--- src/rtl/uart_pkg.sv ---
// Shared UART definitions: FSM state encoding, payload width, default bit period.
// Used by both the transmitter and the matching receiver.
package uart_pkg;

    typedef enum logic [1:0] {
        IDLE  = 2'b00,
        START = 2'b01,
        DATA  = 2'b10,
        STOP  = 2'b11
    } uart_state_e;

    localparam int DATA_BITS          = 7;
    localparam int DEFAULT_BIT_CYCLES = 8;

endpackage

--- src/rtl/hamming74_encoder.sv ---
// Combinational Hamming(7,4) encoder, codeword layout {d3,d2,d1,p4,d0,p2,p1}.
// Only instantiated by uart_hamming_tx when HAMMING_ENCODE_EN is defined.
module hamming74_encoder (
    input  logic [3:0] d,
    output logic [6:0] c
);

    logic p1;
    logic p2;
    logic p4;

    assign p1 = d[0] ^ d[1] ^ d[3];
    assign p2 = d[0] ^ d[2] ^ d[3];
    assign p4 = d[1] ^ d[2] ^ d[3];
    assign c  = {d[3], d[2], d[1], p4, d[0], p2, p1};

endmodule

--- src/rtl/uart_hamming_tx.sv ---
// UART transmitter (start, 7 data bits LSB first, stop) with a one-entry holding buffer.
// Define HAMMING_ENCODE_EN to encode data_in[3:0] as a Hamming(7,4) codeword; otherwise data_in is sent as-is.
module uart_hamming_tx
    import uart_pkg::*;
#(
    parameter int BIT_CYCLES = DEFAULT_BIT_CYCLES
) (
    input  logic                 clk,
    input  logic                 rst,
    input  logic                 ena,
    input  logic [DATA_BITS-1:0] data_in,
    input  logic                 valid_in,
    output logic                 ready_out,
    output logic                 tx,
    output logic                 busy,
    output logic [1:0]           state_out,
    output logic                 frame_done
);

    localparam int CNT_W = (BIT_CYCLES > 1) ? $clog2(BIT_CYCLES) : 1;
    localparam logic [CNT_W-1:0] CNT_LAST = CNT_W'(BIT_CYCLES - 1);
    localparam logic [2:0]       BIT_LAST = 3'(DATA_BITS - 1);

    logic [DATA_BITS-1:0] codeword;

`ifdef HAMMING_ENCODE_EN
    logic unused_data_hi;
    assign unused_data_hi = ^data_in[6:4];

    hamming74_encoder u_encoder (
        .d (data_in[3:0]),
        .c (codeword)
    );
`else
    assign codeword = data_in;
`endif

    uart_state_e          state_q, state_d;
    logic [CNT_W-1:0]     cnt_q, cnt_d;
    logic [2:0]           bit_q, bit_d;
    logic [DATA_BITS-1:0] shreg_q, shreg_d;
    logic [DATA_BITS-1:0] buf_q, buf_d;
    logic                 buf_full_q, buf_full_d;
    logic                 tx_q, tx_d;
    logic                 accept;
    logic                 drain;
    logic                 cnt_last;

    assign ready_out  = ena && !buf_full_q;
    assign accept     = valid_in && ready_out;
    assign cnt_last   = (cnt_q == CNT_LAST);
    assign tx         = tx_q;
    assign busy       = (state_q != IDLE);
    assign state_out  = state_q;
    assign frame_done = ena && (state_q == STOP) && cnt_last;

    always_comb begin
        state_d    = state_q;
        cnt_d      = cnt_q;
        bit_d      = bit_q;
        shreg_d    = shreg_q;
        buf_d      = buf_q;
        buf_full_d = buf_full_q;
        tx_d       = tx_q;
        drain      = 1'b0;

        if (ena) begin
            case (state_q)
                IDLE: begin
                    if (buf_full_q) begin
                        shreg_d = buf_q;
                        drain   = 1'b1;
                        tx_d    = 1'b0;
                        cnt_d   = '0;
                        state_d = START;
                    end
                end
                START: begin
                    if (cnt_last) begin
                        cnt_d   = '0;
                        bit_d   = '0;
                        tx_d    = shreg_q[0];
                        state_d = DATA;
                    end else begin
                        cnt_d = cnt_q + 1'b1;
                    end
                end
                DATA: begin
                    if (cnt_last) begin
                        cnt_d = '0;
                        if (bit_q == BIT_LAST) begin
                            tx_d    = 1'b1;
                            state_d = STOP;
                        end else begin
                            bit_d   = bit_q + 1'b1;
                            shreg_d = shreg_q >> 1;
                            tx_d    = shreg_q[1];
                        end
                    end else begin
                        cnt_d = cnt_q + 1'b1;
                    end
                end
                STOP: begin
                    if (cnt_last) begin
                        cnt_d = '0;
                        // A queued word chains straight into the next start bit.
                        if (buf_full_q) begin
                            shreg_d = buf_q;
                            drain   = 1'b1;
                            tx_d    = 1'b0;
                            state_d = START;
                        end else begin
                            tx_d    = 1'b1;
                            state_d = IDLE;
                        end
                    end else begin
                        cnt_d = cnt_q + 1'b1;
                    end
                end
                default: state_d = IDLE;
            endcase

            if (drain) begin
                buf_full_d = 1'b0;
            end
            if (accept) begin
                buf_d      = codeword;
                buf_full_d = 1'b1;
            end
        end
    end

    always_ff @(posedge clk) begin
        if (rst) begin
            state_q    <= IDLE;
            cnt_q      <= '0;
            bit_q      <= '0;
            buf_full_q <= 1'b0;
            tx_q       <= 1'b1;
        end else begin
            state_q    <= state_d;
            cnt_q      <= cnt_d;
            bit_q      <= bit_d;
            buf_full_q <= buf_full_d;
            tx_q       <= tx_d;
        end
        shreg_q <= shreg_d;
        buf_q   <= buf_d;
    end

endmodule

--- config.mk ---
export PLATFORM = sky130hd
export DESIGN_NAME = uart_hamming_tx
export DESIGN_NICKNAME = d
export VERILOG_FILES = /design/src/rtl/uart_pkg.sv /design/src/rtl/hamming74_encoder.sv /design/src/rtl/uart_hamming_tx.sv
export SDC_FILE = /design/constraint.sdc
export NUM_CORES = 1
export LEC_CHECK = 0
export CAP_MARGIN = 20
export CORE_MARGIN = 5
export CORE_UTILIZATION = 56
export CTS_BUF_LIST = sky130_fd_sc_hd__clkbuf_8
export CTS_CLUSTER_DIAMETER = 60
export CTS_CLUSTER_SIZE = 40
export DETAILED_ROUTE_END_ITERATION = 7
export PLACE_DENSITY = 0.79
export SYNTH_ARGS = -nofsm -noshare
export SYNTH_HDL_FRONTEND = slang
export SYNTH_SLANG_ARGS = --single-unit
--- constraint.sdc ---
create_clock -name clk -period 2.8 [get_ports clk]
set_input_delay 0.56 -clock clk [delete_from_list [all_inputs] [get_ports clk]]
set_output_delay 0.56 -clock clk [all_outputs]
set_load 0.005 [all_outputs]
After elaboration in Yosys (flattened, before gate mapping):

Cells that the tools add are included.

* add/subtract/negate cells: 2
* equality and inequality tests: 11
* multiplexer cells: 32
* reduce and logical (&&, ||, !) cells: 18

Operators with widths (number)
* $mux 7: 4
* $pmux 7 s3: 1
* $mux 3: 5
* $reduce_and 5->1: 3
* $mux 1: 12
* $ne 2x2->1 const B: 6
* $pmux 3 s2: 2
* $mux 2: 5
* $pmux 2 s4: 1
* $add 3x1->3 const B: 2
* $eq 3x3->1 const B: 2
* $reduce_and 2->1: 3
* $reduce_and 6->1: 1
* $reduce_bool 2->1: 3
* $eq 2x2->1 const B: 2
* $logic_and 1x1->1: 4
* $pmux 1 s4: 1
* $reduce_bool 3->1: 1
* $reduce_or 3->1: 1
* $eq 2x1->1 const B: 1
* $logic_not 2->1: 1
* $pmux 1 s2: 1
* $logic_not 1->1: 1

* flip-flop bits (word level): 24
* bits of input ports: 11
* output and inout port bits: 6
* logic and storage cells: 70

Logic depth before layout (Yosys ltp):

Gate-level depths: netlist (run 1).

* word-level depth: 6
* gate-level depth with buffers: 7
* mapped depth without buffers: 6

Least setup slack after synthesis (run 1):

No wires, ideal clock.

* kind: register to register
* start: register state_q[0], in the netlist state_out[0]
* end: register shreg_q[0], enable pin
* library setup time: 0.388 ns
* arrival: 1.845 ns
* slack: 0.567 ns
* stages on the path, launching flop included: 7
* path buffers: 1
* clock period less this slack: 2.233 ns
* path through: dfxtp_1 inv_1 ha_1 clkbuf_1 a21oi_1 a21oi_1 nor4b_1

* cells in the longest elaborated chain, start to end: 3

Ends and longest elaborated chain
* start, declared: line uart_hamming_tx.sv:38 `uart_state_e state_q, state_d;`
* start signal, assigned: line uart_hamming_tx.sv:141 `state_q <= state_d;`
* $eq 2x2->1 / $logic_not 2->1 (equally long branches): line uart_hamming_tx.sv:68 `case (state_q)`
* $ne 2x2->1 (no source line) / $reduce_bool 3->1 (equally long branches)
* $reduce_and 5->1 (no source line) *
* end signal, assigned: line uart_hamming_tx.sv:147 `shreg_q <= shreg_d;`
* end, declared: line uart_hamming_tx.sv:41 `logic [DATA_BITS-1:0] shreg_q, shreg_d;`

Mark *: on every way between the ends. The rest lies on a longest branch, timed or not.
A chain may end at the register's enable or synchronous reset.

Worst setup path in the final report (run 1):

* start: input port ena
* end: output port frame_done

* cells in the longest elaborated chain, start to end: 2

Ends and longest elaborated chain
* start, declared: line uart_hamming_tx.sv:10 `input logic ena,`
* $logic_and 1x1->1 (2 in series): line uart_hamming_tx.sv:55 `assign frame_done = ena && (state_q == STOP) && cnt_last;`
* end, declared: line uart_hamming_tx.sv:17 `output logic frame_done`

No other way between the ends.

==> flow_summary.yaml, run 1 <==
detailed_routing:
  routed_via_density: 6.04
  wl_met1_mm: 1.15
  met3_length_um: 112
  drc_errors: 0
  wl_per_cell_um: 16.4
  drtPass1Iterations: 4
  final_antenna_net_count: 0
  num_vias: 967
  maxUsedRoutingLayer: "met4"
  routed_wl_mm: 2.62
  wl_met2_mm: 1.29
  detail_route.iter0.violations: 31
setup_path:
  worst-setup-path-type: "input pin to primary output"
  critPathLaunchType: "input pin"
  end_kind: "primary output"
  cp.arrival_ns: 1.92
  cp_max_fo: 10
  required_ns: 2.24
sta:
  max_freq_ghz: 0.404
  finalCriticalPeriod_ns: 2.48
  max_slew_margin_pct: 56.0
  setup_viol: 0
  rsz0062_at_grt: "no"
  setup_tns_ns: 0
  worstMarginPinSlew_ns: 0.660
  fin_skew_ns: 0.00726
  hold_violations: 0
  fin_crit_sh_pct: 88.5
  slew_violations: 0
status:
  outcome: "finished, final reports clean"
pwr:
  swShare_pct: 21.9
  powerDensity_nw_per_um2: 543
  combPwrFrac_pct: 13.3
  internal-power_w: 0.000635
  leakagePower_nw: 0.544
  peakVddDrop_v: 0.000434
  p_clk_share_pct: 37.4
  seqPwrFrac_pct: 49.3
  p_sw_w: 0.000178
clock_network:
  insertion_delay_ns: 0.27
  cts_buffers: 3
  clk_pin_slew_worst_paths_ns: 0.09
  cts_tree: "done"
  clk_path_buf_depth: 2
  holdBufCountCts: 0
  cts_setup_buffers: 0
  htree_levels: 1
  cts_sinks: 24
  cts_resized: 0
  cts_root_buf: "clkbuf_8"
synthesis:
  synth_edf_count: 14
  syn-instance-count: 116
  synth_area_um2: 1250
  synth_flop_cell: "edfxtp_1"
  ys_seq_area_share_pct: 49.6
  yosys_warnings: 0
  syn_avg_cell_area_um2: 10.8
  ys_async_sr_fraction_pct: 0
  synthDistinctLibCells: 36
  synth_area_leaders: "edfxtp_1, dfxtp_1, ha_1, a22o_1, a21oi_1"
  synth_nets: 137
  yosys.area.top_type_share_pct: 33.6
  yosysTopAreaCell: "edfxtp_1"
  synth_seq_cells: 24
floorplan:
  die_h_um: 57.3
  die_x_um: 57.3
  ios: 17
  fp.coreArea_um2: 2170
  num_rows: 17
  initial_core_util_pct: 57.7
  die_area_um2: 3280
grt:
  grt_usage_pct: 16.9
  grt_pass1_vias: 955
  grt_max_degree: 20
  grt_overflow: 0
  grt_first_pass_wirelength_mm: 4.25
  antenna_found_initial: 0
placement:
  gp_congestion: 0.816
  dp.cells: 156
  dp_hpwl_mm: 1.85
  port_buffers: 16
run:
  cap_violations: 0
layout:
  fillers: 172
  drive_above_1_share_pct: 6.82
  fin_cells: 160
  final_cell_mix: "clkdlybuf4s50_1, edfxtp_1, a21oi_1, ha_1, dfxtp_1"
  areaGrowthSynthToFinish_pct: 19.7
  layout_commonest_cell: "clkdlybuf4s50_1"
  fin_nets: 154
  diodes: 0
worst_hold_path:
  hold_class: "register to register"
## cell families after synthesis
kind of cell,Yosys count,synth area share [%]
flip-flops,24,49.6
multiplexers,1,0.800
adder cells (fa/ha/maj),10,10.0
AND/OR/NAND/NOR,37,17.8
buffers and inverters,12,4.60
AO/OA/AOI/OAI,32,17.2
## final cells by class
cell class / count / area (µm²) / area share, %
inverter: 6 / 22.5 / 1.50
sequential: 24 / 621 / 41.4
tap: 28 / 35.0 / 2.34
timing repair buffer: 18 / 175 / 11.7
clock inverter: 1 / 30.0 / 2.01
clock buffer: 3 / 41.3 / 2.76
multi-input combinational: 80 / 573 / 38.3
## flip-flops by register name, summed over array words and instances (netlist names)
signal      flops
cnt_q           3
tx              1
buf_q           7
bit_q           3
buf_full_q      1
shreg_q         7
state_out       2
## worst max-delay path: stages
cell and delay, ns:
clkdlybuf4s50_1 0.66, and3_1 0.21, clkdlybuf4s50_1 0.49
## Yosys cell counts, types with 2 or more instances
cell / n
edfxtp_1: 14
a21oi_1: 10
dfxtp_1: 10
ha_1: 10
nand2_1: 8
a22o_1: 6
inv_1: 6
nor2_1: 6
o21ai_0: 6
nand4b_1: 4
a211oi_1: 3
clkbuf_1: 3
nand3_1: 3
nor3_1: 3
and3_1: 2
nor4b_1: 2
## power groups by stage
| stage | Combinational [W] | Clock, W | Sequential (W) |
|---|---|---|---|
| 2_1_floorplan | 0.0000672 | 0 | 0.000407 |
| 3_3_place_gp | 0.000103 | 0 | 0.000408 |
| 3_5_place_dp | 0.000106 | 0 | 0.000409 |
| 4_1_cts | 0.000107 | 0.000309 | 0.000401 |
| 5_1_grt | 0.000118 | 0.000324 | 0.000403 |
| 6_report | 0.000108 | 0.000304 | 0.000401 |
## per-stage QoR
step	total power [W]	hold slack [ns]	setup WS (ns)	cell area [µm²]	utilization, %
final	0.000813	0.481	0.323	1500	69.0
after CTS	0.000817	0.487	0.339	1500	69.0
after global placement	0.000511	0.447	0.349	1430	65.7
after floorplan	0.000474	0.436	0.567	1250	-
after detailed placement	0.000516	0.458	0.338	1430	65.7
after global routing	0.000845	0.500	0.267	1500	69.0
## per-layer routing
metal	vias up	track usage (%)
li1	467	-
met3	7	2.71
met5	-	0
met1	462	20.4
met4	0	9.93
met2	31	28.4
## path summary, 6_finish.rpt
check | endpoint | cells past startpoint | startpoint | slack [ns]
worst max-delay path | frame_done | 3 | ena | 0.32
worst min-delay path | cnt_q[2]$_SDFFE_PP0P_ | 2 | cnt_q[2]$_SDFFE_PP0P_ | 0.48
worst max register to register | shreg_q[3]$_DFFE_PP_ | 6 | state_out[0]$_SDFFE_PP0P_ | 0.68
worst min register to register | cnt_q[2]$_SDFFE_PP0P_ | 2 | cnt_q[2]$_SDFFE_PP0P_ | 0.48
Power figures use the tool's default switching activity.
==> run 2: changes to the inputs <==
Settings changed: CORE_ASPECT_RATIO set to 0.8.
==> run 2 against run 1 <==
Register-to-register slack got worse by 0.06 ns; critical endpoint unchanged; final cell count is 1.3% lower; clock power shrank 32%.
==> flow_summary.yaml, run 2 (same netlist as run 1, synthesis figures left out) <==
clock_network:
  insertion_delay_ns: 0.27
  cts_sinks: 24
  clk_path_buf_depth: 2
  cts_setup_buffers: 0
  cts_root_buf: "clkbuf_8"
  cts_resized: 0
  htree_levels: 1
  cts_buffers: 3
  cts_tree: "done"
  clk_pin_slew_worst_paths_ns: 0.08
  holdBufCountCts: 0
grt:
  grt_usage_pct: 18.3
  grt_pass1_vias: 962
  met3_usage_pct: 4.51
  grt_overflow: 0
  top_usage_layer: "met2"
  use_met1_pct: 23.5
  antenna_found_initial: 0
  grt_first_pass_wirelength_mm: 4.60
  globalRouteMet2Util_pct: 30.9
  grt_max_degree: 20
floorplan:
  die_area_um2: 3290
  ios: 17
  initial_core_util_pct: 58.5
  fp.coreArea_um2: 2140
  die_h_um: 52.3
  num_rows: 15
  die_x_um: 62.8
setup_path:
  end_kind: "primary output"
  slowest_stage: "clkdlybuf4s50_1"
  reg2reg_depth: 6
  reg2reg_setup_slack_ns: 0.62
  timing.rr.end: "shreg_q[2]$_DFFE_PP_"
  crit_path_end: "frame_done"
  path_cells: "ha_1 > ha_1 > and3_1 > clkdlybuf4s50_1"
  required_ns: 2.24
  critPathMaxStageDelay_ns: 0.50
  cp_max_fo: 11
  timing.rr.start: "state_out[0]$_SDFFE_PP0P_"
  path_buf_inv: 1
  cp.arrival_ns: 1.85
  cp-startpoint: "cnt_q[0]$_SDFFE_PP0P_"
  crit_family: "adder cells"
  critPathLaunchType: "register"
  worst-setup-path-type: "register to primary output"
  path_depth: 4
  crit_top_cell: "ha_1"
sta:
  hold_violations: 0
  max_slew_margin_pct: 55.2
  finalCriticalPeriod_ns: 2.41
  slew_violations: 0
  setup_tns_ns: 0
  fin_skew_ns: 0.00211
  worstMarginPinSlew_ns: 0.672
  fin_crit_sh_pct: 86.1
  setup_viol: 0
  max_freq_ghz: 0.415
  rsz0062_at_grt: "no"
detailed_routing:
  routed_via_density: 6.14
  drc_errors: 0
  detail_route.iter0.violations: 66
  final_antenna_net_count: 0
  num_vias: 970
  wl_per_cell_um: 16.7
  drtPass1Iterations: 4
  routed_wl_mm: 2.64
pwr:
  leakagePower_nw: 0.536
  power_w: 0.000717
  powerDensity_nw_per_um2: 486
  peakVddDrop_v: 0.000584
run:
  cap_violations: 0
placement:
  dp.cells: 154
  dp_hpwl_mm: 1.93
  port_buffers: 16
  gp_congestion: 0.772
layout:
  fin_nets: 155
  register_area_um2: 621
  drive_above_1_share_pct: 6.77
  final_cell_mix: "clkdlybuf4s50_1, edfxtp_1, a21oi_1, ha_1, dfxtp_1"
  diodes: 0
  fillers: 164
  layout_commonest_cell: "clkdlybuf4s50_1"
  areaGrowthSynthToFinish_pct: 17.9
  largestRegisters: "buf_q: 7 flops, shreg_q: 7 flops"
  fin_cells: 158
  multiInputGateArea_um2: 573
worst_hold_path:
  hold_class: "register to register"
status:
  outcome: "finished, final reports clean"
-- run 2: cell types whose count changed in the layout (fill, tap and decap cells not counted) --
cell	change
bufinv_16	-1
clkinv_1	+1
buf_4	+1
-- run 2: layer usage --
| metal | up-vias | part of all wire (%) |
|---|---|---|
| met5 | - | 0 |
| met4 | 0 | 0.98 |
| met2 | 26 | 47 |
| li1 | 473 | - |
| met1 | 467 | 47 |
| met3 | 4 | 5.1 |
-- run 2: power breakdown --
group | leakage, nW | internal, W | total (W) | switching, W
sequential | 0.212 | 0.000391 | 0.000401 | 0.0000102
combinational | 0.301 | 0.0000542 | 0.000110 | 0.0000554
clock | 0.0231 | 0.0000981 | 0.000206 | 0.000108
total | 0.536 | 0.000543 | 0.000717 | 0.000173
-- run 2: worst register-to-register path: stages (launching register included) --
cell	delay (ns)
dfxtp_1	0.42
inv_1	0.15
ha_1	0.46
a21oi_1	0.22
a21oi_1	0.08
nor4b_1	0.35
buf_4	0.23
-- run 2: per-stage QoR --
step | util, % | hold slack (ns) | cell area, µm² | setup slack [ns]
after CTS | 68.9 | 0.465 | 1480 | 0.394
after global routing | 68.9 | 0.498 | 1480 | 0.326
final | 68.9 | 0.462 | 1480 | 0.391
after detailed placement | 66.8 | 0.453 | 1430 | 0.483
after global placement | 66.8 | 0.449 | 1430 | 0.468
after floorplan | - | 0.436 | 1250 | 0.567
-- run 2: area by class of cell --
cell class              instances  area share [%]
repair buffers                 19            12.4
clock inverters                 1           0.254
flip-flops and latches         24            42.1
multi-input cells              80            38.8
inverters                       6            1.53
well taps                      25            2.12
clock buffers                   3            2.80
-- run 2: worst min-delay path by stage --
| stage | startpoint | slack [ns] | cells past startpoint | endpoint |
|---|---|---|---|---|
| finish | cnt_q[1]$_SDFFE_PP0P_ | 0.46 | 2 | cnt_q[1]$_SDFFE_PP0P_ |
| global route | cnt_q[0]$_SDFFE_PP0P_ | 0.50 | 2 | cnt_q[0]$_SDFFE_PP0P_ |
| CTS | cnt_q[1]$_SDFFE_PP0P_ | 0.46 | 2 | cnt_q[1]$_SDFFE_PP0P_ |
| detailed placement | cnt_q[1]$_SDFFE_PP0P_ | 0.45 | 2 | cnt_q[1]$_SDFFE_PP0P_ |
| global placement | cnt_q[1]$_SDFFE_PP0P_ | 0.45 | 2 | cnt_q[1]$_SDFFE_PP0P_ |
| floorplan | cnt_q[1]$_SDFFE_PP0P_ | 0.44 | 2 | cnt_q[1]$_SDFFE_PP0P_ |
==> run 3: changes to the inputs <==
Settings changed: MAX_ROUTING_LAYER set to met4.
==> run 3 against run 2 <==
Die area did not move; via count rose by 0.21%; sequential cell count did not move; largest power group unchanged; count of clock-buffer cells in the layout did not move; final cell count did not move; critical endpoint unchanged; sequential share of layout area did not move; worst setup slack barely moved; first-iteration DRC count fell by 20%; utilization did not move; sequential power barely moved; largest cell class unchanged.
==> flow_summary.yaml, run 3 (same netlist as run 1, synthesis figures left out) <==
floorplan:
  ios: 17
  initial_core_util_pct: 58.5
  die_x_um: 62.8
  num_rows: 15
  die_area_um2: 3290
  die_h_um: 52.3
  fp.coreArea_um2: 2140
setup_path:
  path_cells: "ha_1 > ha_1 > and3_1 > clkdlybuf4s50_1"
  cp-startpoint: "cnt_q[0]$_SDFFE_PP0P_"
  worst-setup-path-type: "register to primary output"
  required_ns: 2.24
  crit_top_cell: "ha_1"
  timing.rr.end: "shreg_q[2]$_DFFE_PP_"
  timing.rr.start: "state_out[0]$_SDFFE_PP0P_"
  critPathMaxStageDelay_ns: 0.50
  critPathLaunchType: "register"
  reg2reg_setup_slack_ns: 0.63
  crit_path_end: "frame_done"
  cp.arrival_ns: 1.85
  end_kind: "primary output"
  cp_max_fo: 11
  reg2reg_depth: 6
  slowest_stage: "clkdlybuf4s50_1"
grt:
  grt_overflow: 0
  antenna_found_initial: 0
  grt_usage_pct: 18.7
  grt_first_pass_wirelength_mm: 4.61
  grt_pass1_vias: 963
  grt_max_degree: 20
placement:
  gp_congestion: 0.782
  dp_hpwl_mm: 1.93
  dpl_cell_area_um2: 1430
  port_buffers: 16
detailed_routing:
  routed_wl_mm: 2.65
  detail_route.iter0.violations: 53
  drc_errors: 0
  num_vias: 972
  final_antenna_net_count: 0
  drtPass1Iterations: 4
  wl_per_cell_um: 16.8
  routed_via_density: 6.15
layout:
  fin_nets: 155
  fin_util_pct: 68.9
  multiInputGateArea_um2: 573
  largestRegisters: "buf_q: 7 flops, shreg_q: 7 flops"
  layout_commonest_cell: "clkdlybuf4s50_1"
  register_area_um2: 621
  fillers: 164
  drive_above_1_share_pct: 6.77
  diodes: 0
  finalInstanceArea_um2: 1480
  final_cell_mix: "clkdlybuf4s50_1, edfxtp_1, a21oi_1, ha_1, dfxtp_1"
  areaGrowthSynthToFinish_pct: 17.9
sta:
  finalCriticalPeriod_ns: 2.41
  hold_violations: 0
  slew_violations: 0
  rsz0062_at_grt: "no"
  hold_slack_ns: 0.461
  setup_tns_ns: 0
  fin_skew_ns: 0.00254
  fin_crit_sh_pct: 86.1
  worstMarginPinSlew_ns: 0.659
  max_slew_margin_pct: 56.0
  max_freq_ghz: 0.415
  setup_viol: 0
status:
  outcome: "finished, final reports clean"
pwr:
  leakagePower_nw: 0.536
  powerDensity_nw_per_um2: 486
  peakVddDrop_v: 0.000585
worst_hold_path:
  holdCritStartpoint: "cnt_q[1]$_SDFFE_PP0P_"
  hold_class: "register to register"
clock_network:
  clk_pin_slew_worst_paths_ns: 0.08
  cts_buffers: 3
  cts_root_buf: "clkbuf_8"
  htree_levels: 1
  clk_path_buf_depth: 2
  cts_setup_buffers: 0
  cts_sinks: 24
  holdBufCountCts: 0
  insertion_delay_ns: 0.27
  cts_tree: "done"
  cts_resized: 0
run:
  cap_violations: 0
## run 3: cell counts in the layout (fill, tap and decap cells not counted)
Identical to the previous run, type by type.
## run 3: power breakdown
group | leakage, nW | switching, W | internal [W]
Combinational | 0.301 | 0.0000557 | 0.0000542
Sequential | 0.212 | 0.0000103 | 0.000391
Clock | 0.0231 | 0.000108 | 0.0000981
Total | 0.536 | 0.000174 | 0.000543
## run 3: worst min-delay path by stage
stage               cells past startpoint                    end
floorplan                               2  cnt_q[1]$_SDFFE_PP0P_
global placement                        2  cnt_q[1]$_SDFFE_PP0P_
detailed placement                      2  cnt_q[1]$_SDFFE_PP0P_
CTS                                     2  cnt_q[1]$_SDFFE_PP0P_
global route                            2  cnt_q[0]$_SDFFE_PP0P_
finish                                  2  cnt_q[1]$_SDFFE_PP0P_
## run 3: critical path, delay by kind of cell (launching register included)
family / cells / cell delay, ns
AND/OR/NAND/NOR: 1 / 0.21
flip-flops: 1 / 0.36
adder cells (fa/ha/maj): 2 / 0.51
buffers and inverters: 1 / 0.50
## run 3: metrics by stage
stage	power (W)	worst slack, ns	cells
after floorplan	0.000474	0.567	116
after global placement	0.000513	0.468	154
after detailed placement	0.000518	0.483	154
after CTS	0.000726	0.394	158
after global routing	0.000750	0.326	158
final	0.000717	0.390	158
## run 3: cell type report
class / instances / share of cell area [%]
Inverter: 6 / 1.53
Tap cell: 25 / 2.12
Clock buffer: 3 / 2.80
Multi-Input combinational cell: 80 / 38.8
Clock inverter: 1 / 0.254
Timing Repair Buffer: 19 / 12.4
Sequential cell: 24 / 42.1
## run 3: metal layers
metal / part of all wire, % / GRT usage, %
met1: 44 / 23.2
met2: 48 / 31.0
met3: 6.9 / 4.51
met4: 1.0 / 5.30
met5: 0 / -
